===== src/rtl/calculator_alu_seq_pkg.sv =====
// Shared types, key codes and keypad decode for the sequential calculator core.
package calc_pkg;

  typedef enum logic [1:0] {
    ENTRY_A = 2'd0,
    ENTRY_B = 2'd1,
    RESULT  = 2'd2,
    ERROR   = 2'd3
  } state_t;

  typedef enum logic {
    ADD = 1'b0,
    SUB = 1'b1
  } op_t;

  localparam logic [4:0] KEY_PLUS  = 5'd3;
  localparam logic [4:0] KEY_MINUS = 5'd7;
  localparam logic [4:0] KEY_EQUAL = 5'd11;
  localparam logic [4:0] KEY_CLEAR = 5'd15;
  localparam logic [4:0] KEY_ZERO  = 5'd13;

  typedef struct packed {
    logic       vld;
    logic [3:0] val;
  } digit_t;

  // Keypad is a 4x4 grid with the right column holding operators.
  function automatic digit_t key_to_digit(input logic [4:0] code);
    digit_t d;
    d.vld = 1'b1;
    d.val = 4'd0;
    case (code)
      5'd0, 5'd1, 5'd2:  d.val = 4'(code + 5'd1);
      5'd4, 5'd5, 5'd6:  d.val = 4'(code);
      5'd8, 5'd9, 5'd10: d.val = 4'(code - 5'd1);
      KEY_ZERO:          d.val = 4'd0;
      default:           d.vld = 1'b0;
    endcase
    return d;
  endfunction

endpackage


===== src/rtl/calculator_alu_seq_if.sv =====
// Keypad-in / display-out bundle between the scanner, the calculator core and the display.
interface calculator_alu_seq_if #(
  parameter int WIDTH = 10
) ();
  logic             key_flag;
  logic [4:0]       key_code;
  logic [WIDTH-1:0] display_value;
  logic             display_neg;
  logic             error;
  logic             key_event;
  logic [1:0]       state_o;

  modport master (
    output key_flag, key_code,
    input  display_value, display_neg, error, key_event, state_o
  );

  modport slave (
    input  key_flag, key_code,
    output display_value, display_neg, error, key_event, state_o
  );
endinterface


===== src/rtl/calculator_alu_seq_sampler.sv =====
// Prescaled keypad sampler: one press pulse per rising edge of key_flag seen on strobes.
module key_event_sampler #(
  parameter int SAMPLE_LOG2 = 10
) (
  input  logic       clk_in,
  input  logic       rst_n,
  input  logic       i_key_flag,
  input  logic [4:0] i_key_code,
  output logic       o_press,
  output logic [4:0] o_code
);

  logic [SAMPLE_LOG2-1:0] r_presc;
  logic                   r_prev_flag;
  logic                   w_strobe;

  assign w_strobe = &r_presc;
  // Press is combinational on the strobe cycle so the core's registered outputs land one cycle later.
  assign o_press  = w_strobe & i_key_flag & ~r_prev_flag;
  assign o_code   = i_key_code;

  always_ff @(posedge clk_in or negedge rst_n) begin
    if (!rst_n) begin
      r_presc     <= '0;
      r_prev_flag <= 1'b0;
    end else begin
      r_presc <= r_presc + SAMPLE_LOG2'(1);
      if (w_strobe) r_prev_flag <= i_key_flag;
    end
  end

endmodule


===== src/rtl/calculator_alu_seq.sv =====
// Keypad calculator core: multi-digit entry, chained add/subtract, signed result, overflow lock.
module calculator_alu_seq
  import calc_pkg::*;
#(
  parameter int WIDTH       = 10,
  parameter int MAX_DIGITS  = 3,
  parameter int SAMPLE_LOG2 = 10
) (
  input  logic                 clk_in,
  input  logic                 rst_n,
  calculator_alu_seq_if.slave  bus
);

  localparam int CNT_W = $clog2(MAX_DIGITS + 1);
  localparam logic [WIDTH-1:0] TEN = WIDTH'(10);
  localparam logic [WIDTH+1:0] MAXV = {2'b00, {WIDTH{1'b1}}};

  logic             w_press;
  logic [4:0]       w_code;
  digit_t           w_dig;
  logic             w_addsub;
  op_t              w_newop;
  logic signed [WIDTH+1:0] w_res;
  logic [WIDTH+1:0] w_mag;
  logic             w_ovf;

  state_t             r_state, n_state;
  op_t                r_op, n_op;
  logic [WIDTH-1:0]   r_entry, n_entry;
  logic signed [WIDTH:0] r_acc, n_acc;
  logic [CNT_W-1:0]   r_cnt, n_cnt;
  logic               r_err, n_err;
  logic [WIDTH-1:0]   r_disp, n_disp;
  logic               r_neg, n_neg;
  logic               r_event;

  key_event_sampler #(.SAMPLE_LOG2(SAMPLE_LOG2)) u_sampler (
    .clk_in    (clk_in),
    .rst_n     (rst_n),
    .i_key_flag(bus.key_flag),
    .i_key_code(bus.key_code),
    .o_press   (w_press),
    .o_code    (w_code)
  );

  // Pending operation evaluated with two guard bits so overflow is visible before truncation.
  always_comb begin
    w_res = (r_op == SUB) ? ($signed({r_acc[WIDTH], r_acc}) - $signed({2'b00, r_entry}))
                          : ($signed({r_acc[WIDTH], r_acc}) + $signed({2'b00, r_entry}));
    w_mag = w_res[WIDTH+1] ? 32'(-w_res) : w_res;
    w_ovf = w_mag > MAXV;
  end

  always_comb begin
    n_state  = r_state;
    n_op     = r_op;
    n_entry  = r_entry;
    n_acc    = r_acc;
    n_cnt    = r_cnt;
    n_err    = r_err;
    w_dig    = key_to_digit(w_code);
    w_addsub = (w_code == KEY_PLUS) || (w_code == KEY_MINUS);
    w_newop  = (w_code == KEY_MINUS) ? SUB : ADD;

    if (w_press) begin
      if (w_code == KEY_CLEAR) begin
        n_state = ENTRY_A;
        n_op    = ADD;
        n_entry = '0;
        n_acc   = '0;
        n_cnt   = '0;
        n_err   = 1'b0;
      end else if (r_state != ERROR) begin
        if (w_dig.vld) begin
          if (r_state == RESULT) begin
            n_entry = WIDTH'(w_dig.val);
            n_cnt   = CNT_W'(1);
            n_acc   = '0;
            n_state = ENTRY_A;
          end else if (r_cnt < CNT_W'(MAX_DIGITS)) begin
            n_entry = r_entry * TEN + WIDTH'(w_dig.val);
            n_cnt   = r_cnt + CNT_W'(1);
          end
        end else if (w_addsub) begin
          case (r_state)
            ENTRY_A: begin
              n_acc   = $signed({1'b0, r_entry});
              n_op    = w_newop;
              n_entry = '0;
              n_cnt   = '0;
              n_state = ENTRY_B;
            end
            ENTRY_B: begin
              if (w_ovf) begin
                n_state = ERROR;
                n_err   = 1'b1;
              end else begin
                n_acc   = w_res[WIDTH:0];
                n_op    = w_newop;
                n_entry = '0;
                n_cnt   = '0;
              end
            end
            default: begin
              n_op    = w_newop;
              n_entry = '0;
              n_cnt   = '0;
              n_state = ENTRY_B;
            end
          endcase
        end else if (w_code == KEY_EQUAL && r_state == ENTRY_B) begin
          if (w_ovf) begin
            n_state = ERROR;
            n_err   = 1'b1;
          end else begin
            n_acc   = w_res[WIDTH:0];
            n_entry = '0;
            n_cnt   = '0;
            n_state = RESULT;
          end
        end
      end
    end

    case (n_state)
      ERROR: begin
        n_disp = '1;
        n_neg  = 1'b0;
      end
      RESULT: begin
        n_disp = n_acc[WIDTH] ? WIDTH'(-n_acc) : WIDTH'(n_acc);
        n_neg  = n_acc[WIDTH];
      end
      default: begin
        n_disp = n_entry;
        n_neg  = 1'b0;
      end
    endcase
  end

  always_ff @(posedge clk_in or negedge rst_n) begin
    if (!rst_n) begin
      r_state <= ENTRY_A;
      r_op    <= ADD;
      r_entry <= '0;
      r_acc   <= '0;
      r_cnt   <= '0;
      r_err   <= 1'b0;
      r_disp  <= '0;
      r_neg   <= 1'b0;
      r_event <= 1'b0;
    end else begin
      r_state <= n_state;
      r_op    <= n_op;
      r_entry <= n_entry;
      r_acc   <= n_acc;
      r_cnt   <= n_cnt;
      r_err   <= n_err;
      r_disp  <= n_disp;
      r_neg   <= n_neg;
      r_event <= w_press;
    end
  end

  assign bus.display_value = r_disp;
  assign bus.display_neg   = r_neg;
  assign bus.error         = r_err;
  assign bus.key_event     = r_event;
  assign bus.state_o       = r_state;

endmodule

===== src/flat_wrapper.sv =====
// flat-port wrapper written by rule: the top's interface ports become plain ports
module calculator_alu_seq_flat import calc_pkg::*;
#(
  parameter int WIDTH       = 10,
  parameter int MAX_DIGITS  = 3,
  parameter int SAMPLE_LOG2 = 10
)
  (clk_in, rst_n, bus_key_flag, bus_key_code, bus_display_value, bus_display_neg, bus_error, bus_key_event, bus_state_o);
  calculator_alu_seq_if #(.WIDTH(WIDTH)) bus_i ();
  input  logic clk_in;
  input  logic rst_n;
  input wire logic [$bits(bus_i.key_flag)-1:0] bus_key_flag;
  input wire logic [$bits(bus_i.key_code)-1:0] bus_key_code;
  output wire logic [$bits(bus_i.display_value)-1:0] bus_display_value;
  output wire logic [$bits(bus_i.display_neg)-1:0] bus_display_neg;
  output wire logic [$bits(bus_i.error)-1:0] bus_error;
  output wire logic [$bits(bus_i.key_event)-1:0] bus_key_event;
  output wire logic [$bits(bus_i.state_o)-1:0] bus_state_o;
  assign bus_i.key_flag = bus_key_flag;
  assign bus_i.key_code = bus_key_code;
  assign bus_display_value = bus_i.display_value;
  assign bus_display_neg = bus_i.display_neg;
  assign bus_error = bus_i.error;
  assign bus_key_event = bus_i.key_event;
  assign bus_state_o = bus_i.state_o;
  calculator_alu_seq #(.WIDTH(WIDTH), .MAX_DIGITS(MAX_DIGITS), .SAMPLE_LOG2(SAMPLE_LOG2)) u_core (.clk_in(clk_in), .rst_n(rst_n), .bus(bus_i));
endmodule

===== config.mk =====
export PLATFORM = sky130hd
export DESIGN_NAME = calculator_alu_seq_flat
export DESIGN_NICKNAME = d
export VERILOG_FILES = /design/src/rtl/calculator_alu_seq_pkg.sv /design/src/rtl/calculator_alu_seq_if.sv /design/src/rtl/calculator_alu_seq_sampler.sv /design/src/rtl/calculator_alu_seq.sv /design/src/flat_wrapper.sv
export SDC_FILE = /design/constraint.sdc
export NUM_CORES = 1
export LEC_CHECK = 0
export ABC_AREA = 1
export CORE_UTILIZATION = 31
export DETAILED_ROUTE_END_ITERATION = 10
export GPL_TIMING_DRIVEN = 0
export PLACE_DENSITY = 0.43
export SLEW_MARGIN = 20
export SYNTH_ARGS = -nofsm -noshare
export SYNTH_HDL_FRONTEND = slang
export SYNTH_SLANG_ARGS = --single-unit

===== constraint.sdc =====
create_clock -name clk_in -period 6.7 [get_ports clk_in]
set_input_delay 0.67 -clock clk_in [delete_from_list [all_inputs] [get_ports clk_in]]
set_output_delay 0.67 -clock clk_in [all_outputs]
set_load 0.02 [all_outputs]

==> metrics.csv, run 1 <==
stage,metric,value,unit
clock_tree,cts_hold_buffers,0,
layout,multi_input_area,0.00341,mm2
synthesis,synth_seq_area_share,0.238,
floorplan,num_rows,47,
grt,met2_usage,0.325,
grt,grt_max_degree,51,
pwr,p_int,0.536,mW
pwr,sw_frac_of_total,0.305,
clock_tree,cts_buffers,5,
drt,drt_iter0_markers,420,
setup_path,path_max_fanout,10,
sta,slew_violations,0,
setup_path,critPathTopFamily,simple AND/OR/NAND/NOR gates,
setup_path,slowest_delay,530,ps
synthesis,synthSimpleGateAreaFrac,0.335,
sta,setup_violations,0,
grt,grt_pass1_wl,27700,um
setup_path,cp_common_cell,nand3_1,
grt,track_usage,0.205,
synthesis,syn_area,0.00526,mm2
placement,port_buffers,22,
floorplan,core,0.0166,mm2
pwr,power,0.771,mW
pwr,p_seq_frac,0.406,
setup_path,end_kind,flip-flop,
synthesis,synthAdderAreaFrac,0.0890,
pwr,combinationalPowerShare,0.195,
clock_tree,cts_max_level,2,
placement,dp_slack,1490,ps
layout,final_nets,839,
sta,max_freq,200,MHz
synthesis,ys_types,52,
sta,layout_setup_ws,1700,ps
grt,met3_usage,0.0231,
setup_path,r2r_slack,1700,ps
floorplan,design.portCount,23,
clock_tree,cts_tree,done,
synthesis,synthesis.nets,810,
synthesis,synth_warnings,0,
outcome,outcome,"complete, no violations",
sta,finalCriticalPeriod,5000,ps
setup_path,rr_worst_depth,33,
drt,routed_wl,17300,um
drt,vias,5178,
synthesis,synth_edf_count,0,
grt,gr-total-overflow,0,
sta,max_slew_margin,0.494,
setup_path,r2r_start,u_core.r_entry[1],
synthesis,ys_async_sr_fraction,1.00,
synthesis,muxShareOfSynthArea,0,
sta,hold_violations,0,
setup_path,slowest_stage,dfrtp_1,
setup_path,worstPathRequired,6920,ps
grt,grt_pass1_vias,5053,
setup_path,timing.rr.end,u_core.bus.display_value[6],
sta,final.setup.tns,0,ps
floorplan,die_h,132,um
drt,drc,0,
floorplan,die_width,132,um
sta,final.period_utilization,0.747,
setup_path,crit_arrival,5220,ps
floorplan,start_util,0.317,
synthesis,synthFlopType,dfrtp_1,
layout,layout_commonest_cell,nand2_1,
pwr,power_leakage,2.79,nW
layout,num-fill-cells,1803,
drt,via_per_inst,5.09,
floorplan,fp.dieArea,0.0175,mm2
drt,wl_per_cell,17.0,um
min_path,hold_path.class,in2async,
pwr,p_sw,0.235,mW
clock_tree,ctsLongestPathBuffers,2,
drt,firstDrtPassIters,6,
setup_path,worstSetupStartpoint,u_core.r_entry[1],
placement,dpl.hpwl,13700,um
layout,regArea,0.00125,mm2
sta,tightest_slew,756,ps
setup_path,worstSetupPathType,reg2reg,
clock_tree,cts_setup_buffers,0,
setup_path,startpoint_type,flip-flop,
grt,grt.busiest_layer,met2,
layout,final_cell_area,0.00592,mm2
clock_tree,path_clk_slew,80,ps
clock_tree,cts-root-buf,clkbuf_16,
layout,drive_above_1_share,0.108,
pwr,worst_ir_drop_vdd,0.000120,V
synthesis,synth_compound_area_frac,0.180,
synthesis,ys_ff_latch,50,
layout,utilization,0.357,
pwr,power_frac_clock,0.398,
synthesis,synth_top_family_by_area,simple AND/OR/NAND/NOR gates,
clock_tree,cts_sinks,50,
synthesis,syn_inst,767,
clock_tree,clk-insertion-delay-late,310,ps
grt,antenna_found_initial,0,
synthesis,synthXorXnorAreaFrac,0.0448,
sta,rsz0062_at_grt,no,
placement,gp_congestion,0.838,
grt,use_met1,0.291,
clock_tree,cts_resized,0,
run,max_cap_viol_count,0,
layout,area_delta_synth_final,12.5,%
layout,num_antenna_cells,0,
layout,layout_common_cells,"144 x nand2_1, 115 x inv_1, 82 x nand3_1, 65 x nor2_1",
setup_path,path_buf_inv,5,
sta,skew,9.94,ps
pwr,powerDensity,130,mW/mm2
placement,placed_cell_area,0.00575,mm2
synthesis,syn-mean-instance-area,6.85,um2
drt,drtAntennaViolNets,0,
[area by class of cell]
class / count / area share
tap: 220 / 0.0465
sequential: 50 / 0.212
buffer: 20 / 0.0203
timing repair buffer: 22 / 0.0368
clock buffer: 6 / 0.0218
inverter: 126 / 0.0799
multi-input combinational: 571 / 0.577
clock inverter: 2 / 0.00635
[cells in the mapped netlist, types with 2 or more instances]
master | instances | area [um2]
clkbuf_1 | 11 | 41.3
buf_2 | 3 | 15.0
a21oi_2 | 4 | 35.0
xor2_1 | 19 | 166
o21ai_1 | 2 | 10.0
xnor2_1 | 6 | 52.6
nand2_1 | 144 | 541
a31oi_1 | 8 | 50.1
nor3_2 | 5 | 50.1
buf_4 | 2 | 15.0
nor2_2 | 6 | 37.5
o21bai_1 | 2 | 15.0
a22oi_4 | 2 | 42.5
buf_6 | 3 | 33.8
fa_1 | 4 | 80.1
nor2_4 | 5 | 56.3
nor3_1 | 13 | 65.1
nand3_1 | 82 | 410
clkinv_1 | 2 | 7.51
o22ai_1 | 8 | 50.1
nor2_1 | 65 | 244
nand3b_1 | 4 | 30.0
ha_1 | 31 | 388
dfrtp_1 | 50 | 1250
nand3_2 | 5 | 50.1
nand2_2 | 17 | 106
o21ai_0 | 37 | 185
a221oi_1 | 9 | 78.8
inv_1 | 115 | 432
inv_2 | 9 | 33.8
a21oi_1 | 50 | 250
nand4_1 | 5 | 31.3
o211ai_1 | 8 | 60.1
o31ai_1 | 6 | 45.0
nand2_4 | 6 | 67.6
a22oi_1 | 3 | 22.5
[how the worst max path moves through the flow]
stage,end,slack [ps],cells after the start
after global routing,u_core.bus.display_value[4],1230,34
after detailed placement,u_core.bus.display_value[9],1490,23
final,u_core.bus.display_value[6],1700,33
after CTS,u_core.bus.display_value[6],1670,33
after floorplan,u_core.bus.display_value[4],2780,34
after global placement,u_core.bus.display_value[9],1540,23
[metrics by stage]
stage | hold WS [ps] | cells
after floorplan | 374 | 767
after CTS | 433 | 1017
final | 406 | 1017
after detailed placement | 458 | 1009
after global placement | 453 | 1009
after global routing | 461 | 1017
[metal layers]
metal / vias up / part of all wire / wire length [um]
li1: 2603 / - / -
met1: 2390 / 0.48 / 8370
met2: 166 / 0.45 / 7740
met3: 19 / 0.054 / 934
met4: 0 / 0.017 / 291
met5: - / 0 / 0
[cell families after synthesis]
group / after synthesis
compound gates: 147
xor+xnor: 26
fa+ha+maj: 35
buf+inv: 146
flops: 50
simple gates: 363
[sequential cells by signal (all words and copies together), names as in the netlist, 2 cells and up]
register	flops
u_core.r_acc	11
u_core.bus.display_value	10
u_core.r_entry	10
u_core.u_sampler.r_presc	10
u_core.bus.state_o	2
u_core.r_cnt	2
[worst register-to-register path, delay by kind of cell (launching register included)]
kind                       cells  cell delay [ps]
AOI/OAI and AO/OA              2              440
xor gates and xnor gates       1              230
adders and majority gates      3              800
buffers and inverters          5              640
DFF                            1              530
and+or+nand+nor               22             2320
[power by group through the flow]
stage          Combinational [mW]  Clock (mW)  Sequential (mW)
6_report                    0.151       0.307            0.313
5_1_grt                     0.168       0.327            0.314
4_1_cts                     0.151       0.316            0.313
3_5_place_dp                0.150           0            0.319
3_3_place_gp                0.150           0            0.319
2_1_floorplan              0.0964           0            0.322
(Power assumes the default switching activity.)
==> inputs of run 2 (changes only) <==
--- a/config.mk
+++ b/config.mk
@@ -9,7 +9,7 @@
 export CORE_UTILIZATION = 31
 export DETAILED_ROUTE_END_ITERATION = 10
 export GPL_TIMING_DRIVEN = 0
-export PLACE_DENSITY = 0.43
+export PLACE_DENSITY = 0.45
 export SLEW_MARGIN = 20
 export SYNTH_ARGS = -nofsm -noshare
 export SYNTH_HDL_FRONTEND = slang
==> constraint.sdc (replaced) <==
create_clock -name clk_in -period 4.6 [get_ports clk_in]
set_input_delay 0.46 -clock clk_in [delete_from_list [all_inputs] [get_ports clk_in]]
set_output_delay 0.46 -clock clk_in [all_outputs]
set_load 0.02 [all_outputs]
==> run 2 against run 1 <==
Die area stayed put. Largest cell class unchanged. Combinational power rose by 51%. Maximum frequency rose by 15%. Critical path type unchanged. Sequential share of layout area decreased by 0.94 points. Clock-buffer cell count down 1. Sequential power grew 46%. Clock power up 24%. Via count up 0.50%. Routed wire length increased by 2.3%.
==> metrics.csv, run 2 (synthesized netlist as in run 1, its figures left out) <==
stage,metric,value,unit,change
outcome,outcome,"complete, no violations",,
layout,layout_commonest_cell,nand2_1,,
floorplan,die_width,132,um,unchanged
floorplan,fp.dieArea,0.0175,mm2,unchanged
layout,final_nets,849,,+1.2%
layout,num_antenna_cells,0,,unchanged
placement,port_buffers,22,,unchanged
layout,regMostFlops,u_core.r_acc,,
setup_path,slowest_stage,dfrtp_2,,
layout,utilization,0.374,,+0.0177
setup_path,worstPathRequired,4790,ps,-2130 ps
drt,wl_per_cell,17.3,um,+1.4%
min_path,hold_path.class,in2async,,
sta,max_freq,229,MHz,+15%
drt,drc,0,,unchanged
clock_tree,cts_hold_buffers,0,,unchanged
drt,routed_wl,17700,um,+2.3%
floorplan,design.portCount,23,,unchanged
layout,regArea,0.00125,mm2,+0.30%
setup_path,slowest_delay,450,ps,-80 ps
floorplan,core,0.0166,mm2,unchanged
drt,drt_iter0_markers,366,,-13%
grt,grt_pass1_wl,27900,um,+0.82%
layout,final_cell_area,0.00621,mm2,+5.0%
layout,multi_input_area,0.00363,mm2,+6.5%
sta,skew,8.01,ps,-1.93 ps
layout,largest_reg_flops,11,,unchanged
floorplan,num_rows,47,,unchanged
layout,layout_common_cells,"139 x nand2_1, 111 x inv_1, 76 x nand3_1, 59 x nor2_1, 49 x a21oi_1",,
drt,routed.top_layer,met4,,
drt,firstDrtPassIters,5,,-1
placement,dpl.hpwl,13800,um,+0.10%
clock_tree,cts_sinks,50,,unchanged
clock_tree,ctsLongestPathBuffers,2,,unchanged
grt,antenna_found_initial,0,,unchanged
sta,slew_violations,0,,unchanged
placement,gp_congestion,0.870,,+3.9%
sta,final.period_utilization,0.948,,+0.201
floorplan,die_h,132,um,unchanged
clock_tree,path_clk_slew,70,ps,about the same
setup_path,worstSetupPathType,reg2reg,,
sta,max_slew_margin,0.430,,-0.0644
pwr,powerDensity,171,mW/mm2,+31%
grt,grt_max_degree,51,,unchanged
clock_tree,cts_max_level,2,,unchanged
setup_path,end_kind,flip-flop,,
drt,vias,5204,,+0.50%
setup_path,rr_worst_depth,32,,-3.0%
layout,drive_above_1_share,0.167,,+0.0596
sta,tightest_slew,852,ps,+96.3 ps
grt,gr-total-overflow,0,,unchanged
drt,dr_wl_met2,7910,um,+2.3%
setup_path,timing.rr.end,u_core.bus.display_value[8],,
drt,m1WireLength,8730,um,+4.2%
drt,wl_met3,740,um,-21%
pwr,power_leakage,2.87,nW,+3.1%
drt,via_per_inst,5.07,,-0.38%
drt,drtAntennaViolNets,0,,unchanged
floorplan,start_util,0.317,,unchanged
sta,final.setup.tns,0,ps,unchanged
sta,layout_setup_ws,241,ps,-1450 ps
grt,grt_pass1_vias,5095,,+0.83%
layout,num-fill-cells,1803,,unchanged
sta,setup_violations,0,,unchanged
setup_path,crit_arrival,4550,ps,-670 ps
sta,finalCriticalPeriod,4360,ps,-645 ps
setup_path,startpoint_type,flip-flop,,
setup_path,path_max_fanout,7,,-3
run,max_cap_viol_count,0,,unchanged
clock_tree,clk-insertion-delay-late,300,ps,about the same
setup_path,cp_common_cell,nand3_1,,
pwr,power,1.06,mW,+38%
clock_tree,cts_tree,done,,
grt,track_usage,0.207,,+0.00170
setup_path,r2r_start,u_core.r_entry[1],,
pwr,worst_ir_drop_vdd,0.000139,V,+16%
setup_path,r2r_slack,240,ps,-1450 ps
layout,area_delta_synth_final,18.1,%,
placement,dp_slack,-364,ps,-1850 ps
clock_tree,cts_buffers,5,,unchanged
sta,hold_violations,0,,unchanged
placement,placed_cell_area,0.00575,mm2,unchanged
clock_tree,cts-root-buf,clkbuf_16,,
-- run 2: critical path, delay by kind of cell, from the launching register on --
kind            cells  cell delay (ps)
compound gates      1              160
fa+ha+maj           2              490
xor+xnor            1              210
buf+inv             5              530
flops               1              450
simple gates       23             2390
-- run 2: layout make-up --
type,count,area share
multi-input combinational,571,0.585
sequential,50,0.202
inverter,126,0.0766
timing repair buffer,33,0.0492
tap,220,0.0443
buffer,19,0.0204
clock buffer,5,0.0201
clock inverter,2,0.00242
-- run 2: how the worst max path moves through the flow --
stage,to,from,depth (start not counted)
3_3_place_gp,u_core.bus.display_value[4],u_core.r_entry[1],34
3_5_place_dp,u_core.bus.display_value[4],u_core.r_entry[1],34
6_report,u_core.bus.display_value[8],u_core.r_entry[1],32
4_1_cts,u_core.bus.display_value[9],bus_key_code[0],23
2_1_floorplan,u_core.bus.display_value[4],u_core.r_entry[1],34
5_1_grt,u_core.bus.display_value[8],u_core.r_entry[0],36
-- run 2: layer usage --
| metal | vias to the layer above | track usage |
|---|---|---|
| li1 | 2616 | - |
| met1 | 2428 | 0.294 |
| met2 | 134 | 0.329 |
| met3 | 26 | 0.0269 |
| met4 | 0 | 0.0556 |
| met5 | - | 0 |
-- run 2: through the flow --
| step | hold WS (ps) | cells |
|---|---|---|
| global route | 247 | 1026 |
| floorplan | 164 | 767 |
| global placement | 434 | 1009 |
| CTS | 227 | 1019 |
| finish | 189 | 1026 |
| detailed placement | 447 | 1009 |
-- run 2: repair_timing --
action | CTS | global route
gates cloned | 0 | 0
gates resized for setup | 5 | 53
pin swaps | 1 | 18
setup buffers | 3 | 8
setup endpoints to repair | 9 | 10
-- run 2: power by group --
group,internal [mW],total [mW],switching [mW]
clock,0.199,0.380,0.180
sequential,0.447,0.456,0.00886
combinational,0.0783,0.228,0.150
==> inputs of run 3 (changes only) <==
--- a/config.mk
+++ b/config.mk
@@ -10,7 +10,7 @@
 export DETAILED_ROUTE_END_ITERATION = 10
 export GPL_TIMING_DRIVEN = 0
 export PLACE_DENSITY = 0.45
-export SLEW_MARGIN = 20
+export SLEW_MARGIN = 5
 export SYNTH_ARGS = -nofsm -noshare
 export SYNTH_HDL_FRONTEND = slang
 export SYNTH_SLANG_ARGS = --single-unit
==> run 3 against run 2 <==
Register-to-register slack barely moved. Largest power group unchanged. Die area did not move. Clock-buffer cell count rose by 1. Power rose by 5.8%. Largest cell class unchanged. Final cell count rose by 0.49%. Clock power rose by 16%.
==> metrics.csv, run 3 (synthesized netlist as in run 1, its figures left out) <==
stage,metric,value,unit,change
floorplan,die_width,132,um,unchanged
floorplan,fp.dieArea,0.0175,mm2,unchanged
clock_tree,cts_buffers,5,,unchanged
layout,regMostFlops,u_core.r_acc,,
setup_path,crit_arrival,4550,ps,about the same
grt,grt_max_degree,36,,-29%
pwr,worst_ir_drop_vdd,0.000266,V,+91%
clock_tree,cts_sinks,50,,unchanged
sta,slew_violations,0,,unchanged
setup_path,path_buf_inv,5,,unchanged
setup_path,end_kind,flip-flop,,
layout,num_antenna_cells,0,,unchanged
layout,layout_commonest_cell,nand2_1,,
outcome,outcome,"complete, no violations",,
clock_tree,clk-insertion-delay-late,310,ps,about the same
clock_tree,cts_max_level,2,,unchanged
setup_path,critPathTopFamily,simple AND/OR/NAND/NOR gates,,
sta,layout_setup_ws,235,ps,-6.25 ps
drt,wl_per_cell,17.0,um,-1.6%
layout,drive_above_1_share,0.170,,+0.00267
drt,vias,5248,,+0.85%
setup_path,slowest_stage,dfrtp_2,,
run,max_cap_viol_count,0,,unchanged
drt,firstDrtPassIters,5,,unchanged
grt,grt_pass1_vias,5065,,-0.59%
layout,final_nets,853,,+0.47%
sta,tightest_slew,813,ps,-38.9 ps
clock_tree,path_clk_slew,70,ps,about the same
setup_path,cp_common_cell,nor2_1,,
placement,dpl.hpwl,13700,um,-0.17%
pwr,powerDensity,180,mW/mm2,+5.0%
setup_path,timing.rr.end,u_core.bus.display_value[8],,
pwr,power_leakage,2.92,nW,+1.7%
pwr,sw_frac_of_total,0.303,,-0.0155
placement,gp_congestion,0.870,,unchanged
pwr,combinationalPowerShare,0.204,,-0.011
layout,layout_common_cells,"138 x nand2_1, 111 x inv_1, 77 x nand3_1, 59 x nor2_1, 48 x a21oi_1",,
grt,grt_pass1_wl,27600,um,-1.1%
drt,via_per_inst,5.09,,+0.36%
setup_path,worstSetupStartpoint,u_core.r_entry[1],,
drt,drt_iter0_markers,376,,+2.7%
sta,final.period_utilization,0.949,,+0.00136
setup_path,startpoint_type,flip-flop,,
sta,hold_slack,76.6,ps,-112 ps
setup_path,worstSetupPathType,reg2reg,,
pwr,power_frac_clock,0.391,,+0.034
floorplan,num_rows,47,,unchanged
setup_path,path_max_fanout,8,,+1
floorplan,die_h,132,um,unchanged
placement,dp_slack,-362,ps,+1.96 ps
pwr,p_seq_frac,0.405,,-0.024
floorplan,design.portCount,23,,unchanged
sta,skew,6.70,ps,-1.31 ps
placement,port_buffers,22,,unchanged
setup_path,rr_worst_depth,34,,+6.3%
grt,track_usage,0.205,,-0.00239
layout,num-fill-cells,1798,,-0.28%
setup_path,worstPathRequired,4790,ps,about the same
pwr,p_sw,0.342,mW,+0.67%
clock_tree,cts-root-buf,clkbuf_16,,
clock_tree,cts_hold_buffers,0,,unchanged
setup_path,slowest_delay,440,ps,about the same
clock_tree,ctsLongestPathBuffers,2,,unchanged
sta,max_slew_margin,0.456,,+0.0261
grt,antenna_found_initial,0,,unchanged
drt,drc,0,,unchanged
sta,setup_violations,0,,unchanged
pwr,p_int,0.785,mW,+8.2%
sta,hold_violations,0,,unchanged
sta,finalCriticalPeriod,4370,ps,+6.25 ps
clock_tree,cts_tree,done,,
min_path,hold_path.class,in2async,,
drt,drtAntennaViolNets,0,,unchanged
layout,largest_reg_flops,11,,unchanged
layout,area_delta_synth_final,19.0,%,
floorplan,start_util,0.317,,unchanged
grt,gr-total-overflow,0,,unchanged
floorplan,core,0.0166,mm2,unchanged
setup_path,r2r_slack,230,ps,about the same
setup_path,r2r_start,u_core.r_entry[1],,
sta,max_freq,229,MHz,-0.14%
drt,routed_wl,17500,um,-1.2%
==> run 3: cell count changes in the layout (fill, tap and decap cells not counted), sizes merged <==
cell / change
buf: +4
bufinv: +1
clkbuf: +1
clkdlybuf4s50: -2
clkinvlp: -1
dlymetal6s2s: +2
==> run 3: worst max path at each step <==
| stage | endpoint | slack [ps] | depth (start not counted) |
|---|---|---|---|
| 2_1_floorplan | u_core.bus.display_value[4] | 680 | 34 |
| 3_3_place_gp | u_core.bus.display_value[4] | -380 | 34 |
| 3_5_place_dp | u_core.bus.display_value[6] | -360 | 33 |
| 4_1_cts | u_core.bus.display_value[6] | 50 | 32 |
| 5_1_grt | u_core.bus.display_value[8] | -3 | 32 |
| 6_report | u_core.bus.display_value[8] | 230 | 34 |
==> run 3: worst reg2reg max path, delay by kind of cell (launching register included) <==
kind | cells | cell delay [ps]
AND/OR/NAND/NOR | 24 | 2340
adder cells (fa/ha/maj) | 3 | 600
buffers and inverters | 5 | 470
flip-flops | 1 | 440
XOR/XNOR | 1 | 230
AO/OA/AOI/OAI | 1 | 190
==> run 3: timing repair <==
item,CTS,global route
endpoints found under the setup margin,9,10
setup buffers,3,11
gates resized for setup,5,53
pin swaps,1,21
==> run 3: area by class of cell <==
class / count / area [um2] / share of cell area
plain buffers: 19 / 123 / 0.0196
clock buffers: 6 / 129 / 0.0206
clock inverters: 2 / 37.5 / 0.00600
inverters: 126 / 480 / 0.0768
multi-input cells: 571 / 3610 / 0.576
flip-flops and latches: 50 / 1250 / 0.201
well taps: 220 / 275 / 0.0440
repair buffers: 37 / 350 / 0.0560
==> run 3: power by group through the flow <==
stage / combinational (mW) / clock (mW) / sequential (mW)
floorplan: 0.140 / 0 / 0.469
global placement: 0.218 / 0 / 0.465
detailed placement: 0.221 / 0 / 0.464
CTS: 0.224 / 0.458 / 0.456
global route: 0.255 / 0.463 / 0.457
finish: 0.230 / 0.440 / 0.456
==> run 3: per-layer routing <==
metal,part of all wire,track usage
met1,0.49,0.290
met2,0.43,0.313
met4,0.030,0.0868
met3,0.045,0.0246
met5,0,0
==> run 3: stage by stage <==
step	instances	util	setup TNS (ps)	cell area, um2	power [mW]
final	1031	0.377	0	6260	1.13
after global routing	1031	0.377	-4.78	6260	1.18
after CTS	1021	0.360	0	5980	1.14
after detailed placement	1010	0.348	-1500	5770	0.685
after global placement	1009	0.347	-1630	5750	0.683
after floorplan	767	-	0	5260	0.609
==> RTL change, RTL diff (config.mk and constraints of run 3) <==
Make the reset (`rst_n`) synchronous in 2 clocked blocks.
--- a/src/rtl/calculator_alu_seq_sampler.sv
+++ b/src/rtl/calculator_alu_seq_sampler.sv
@@ -19,7 +19,7 @@
   assign o_press  = w_strobe & i_key_flag & ~r_prev_flag;
   assign o_code   = i_key_code;
 
-  always_ff @(posedge clk_in or negedge rst_n) begin
+  always_ff @(posedge clk_in) begin
     if (!rst_n) begin
       r_presc     <= '0;
       r_prev_flag <= 1'b0;
--- a/src/rtl/calculator_alu_seq.sv
+++ b/src/rtl/calculator_alu_seq.sv
@@ -138,7 +138,7 @@
     endcase
   end
 
-  always_ff @(posedge clk_in or negedge rst_n) begin
+  always_ff @(posedge clk_in) begin
     if (!rst_n) begin
       r_state <= ENTRY_A;
       r_op    <= ADD;
Formal check against the unedited RTL: same outputs for any inputs over 10 cycles, from zero or initial values and one cycle with rst_n low; that may be too few to reach the edited logic, so the function may still have changed.
==> RTL change against run 3 <==
Synthesized area down 6.6%. Cell count decreased by 0.87%. Setup slack better by 0.091 ns. Synthesized cell count is 0.52% higher. Cell area decreased by 8.1%. Via count fell by 0.97%. Largest cell class unchanged. Utilization shrank 0.18 points. Sequential cell count is the same. Routed wire length shrank 3.2%.
Power is not compared: it rests on default switching activity, and its combinational part moved more than twofold at a synthesized area within 25%.
==> RTL change: results (changes against run 3) <==
Outcome = complete, no violations
Kind of critical path = in -> reg
Synth Area in Compound Gates = 0.236 (+0.0556)
GRT Util Overall = 0.214 (+0.00918)
GPL Wtd Cong = 0.891 (+2.4%)
Non-filler cells, final = 1,022 (-0.87%)
Commonest cells in the netlist = 158 x nand2_1, 103 x inv_1, 84 x nor2_1
Largest net degree at the start of global routing = 17 (-53%)
Synth Area in Adders = 0.0953 (+0.00631)
First-pass GRT wire length = 26,900 um (-2.5%)
Placed Area = 5390 um2 (-6.5%)
Asr flop ratio synth = 0 (-1.00)
WHS = 0.451 ns (+0.374 ns)
Crit path DAT = 4.51 ns (-0.04 ns)
Slew margin rel. = 0.365 (-0.0914)
Clock skew = 0.0101 ns (+0.00339 ns)
Leakage = 2.61 nW
Iteration-0 DRC Markers = 361 (-4.0%)
HP Class = reg -> reg
Syn avg cell area = 6.37 um2 (-7.1%)
Worst path required time = 4.84 ns (+0.05 ns)
Vias in the first global route = 4,905 (-3.2%)
Xor/xnor share of the synthesized area = 0.0303 (-0.0144)
Worst Path Max Fanout = 5 (-3)
Vias per inst = 5.09 (about the same)
Hpwl dp = 13,600 um (-0.66%)
Ys Warns = 0 (unchanged)
Area contributors post-synth = dfxtp_1 20%, nand2_1 12%, ha_1 7.9%
Crit path max-delay cell type = clkdlybuf4s50_1
Post-synthesis sequential area ratio = 0.204 (-0.0341)
Share of post-route cells with drive strength above 1 = 0.122 (-0.0481)
Synth cell types = 55 (+5.8%)
## RTL change: final timing paths
path / startpoint / end / cells after the start
setup / recovery: bus_key_code[2] / u_core.bus.display_value[7]$_SDFF_PN0_ / 27
hold / removal: u_core.u_sampler.r_presc[0]$_SDFF_PN0_ / u_core.u_sampler.r_presc[0]$_SDFF_PN0_ / 1
setup reg to reg: u_core.r_entry[1]$_SDFF_PN0_ / u_core.bus.display_value[6]$_SDFF_PN0_ / 32
hold reg to reg: u_core.u_sampler.r_presc[0]$_SDFF_PN0_ / u_core.u_sampler.r_presc[0]$_SDFF_PN0_ / 1
## RTL change: area by class of cell
type | instances | area [um2]
sequential | 50 | 1010
clock buffer | 6 | 139
buffer | 20 | 124
multi-input combinational | 583 | 3420
timing repair buffer | 32 | 313
tap | 211 | 264
clock inverter | 2 | 17.5
fill | 1678 | 9560
inverter | 118 | 458
## RTL change: worst register-to-register path, delay by kind of cell (launching register included)
kind                     cells  cell delay (ns)
AO/OA/AOI/OAI                6             0.97
adder cells (fa/ha/maj)      3             0.59
flip-flops                   1             0.38
AND/OR/NAND/NOR             18             1.68
buffers and inverters        4             0.38
XOR/XNOR                     1             0.17
## RTL change: repair_timing
action,CTS,global route
gates resized for setup,7,24
setup endpoints to repair,5,11
pin swaps,0,9
buffers inserted,0,10
## RTL change: routing by layer
layer,track usage,vias up,part of all wire
met5,0,-,0
li1,-,2657,-
met1,0.291,2389,0.47
met2,0.349,129,0.46
met3,0.0288,22,0.043
met4,0.0664,0,0.022
## RTL change: logic make-up after synthesis
logic type,Yosys count
compound gates,177
xor+xnor,17
fa+ha+maj,35
buf+inv,138
flops,50
simple gates,354
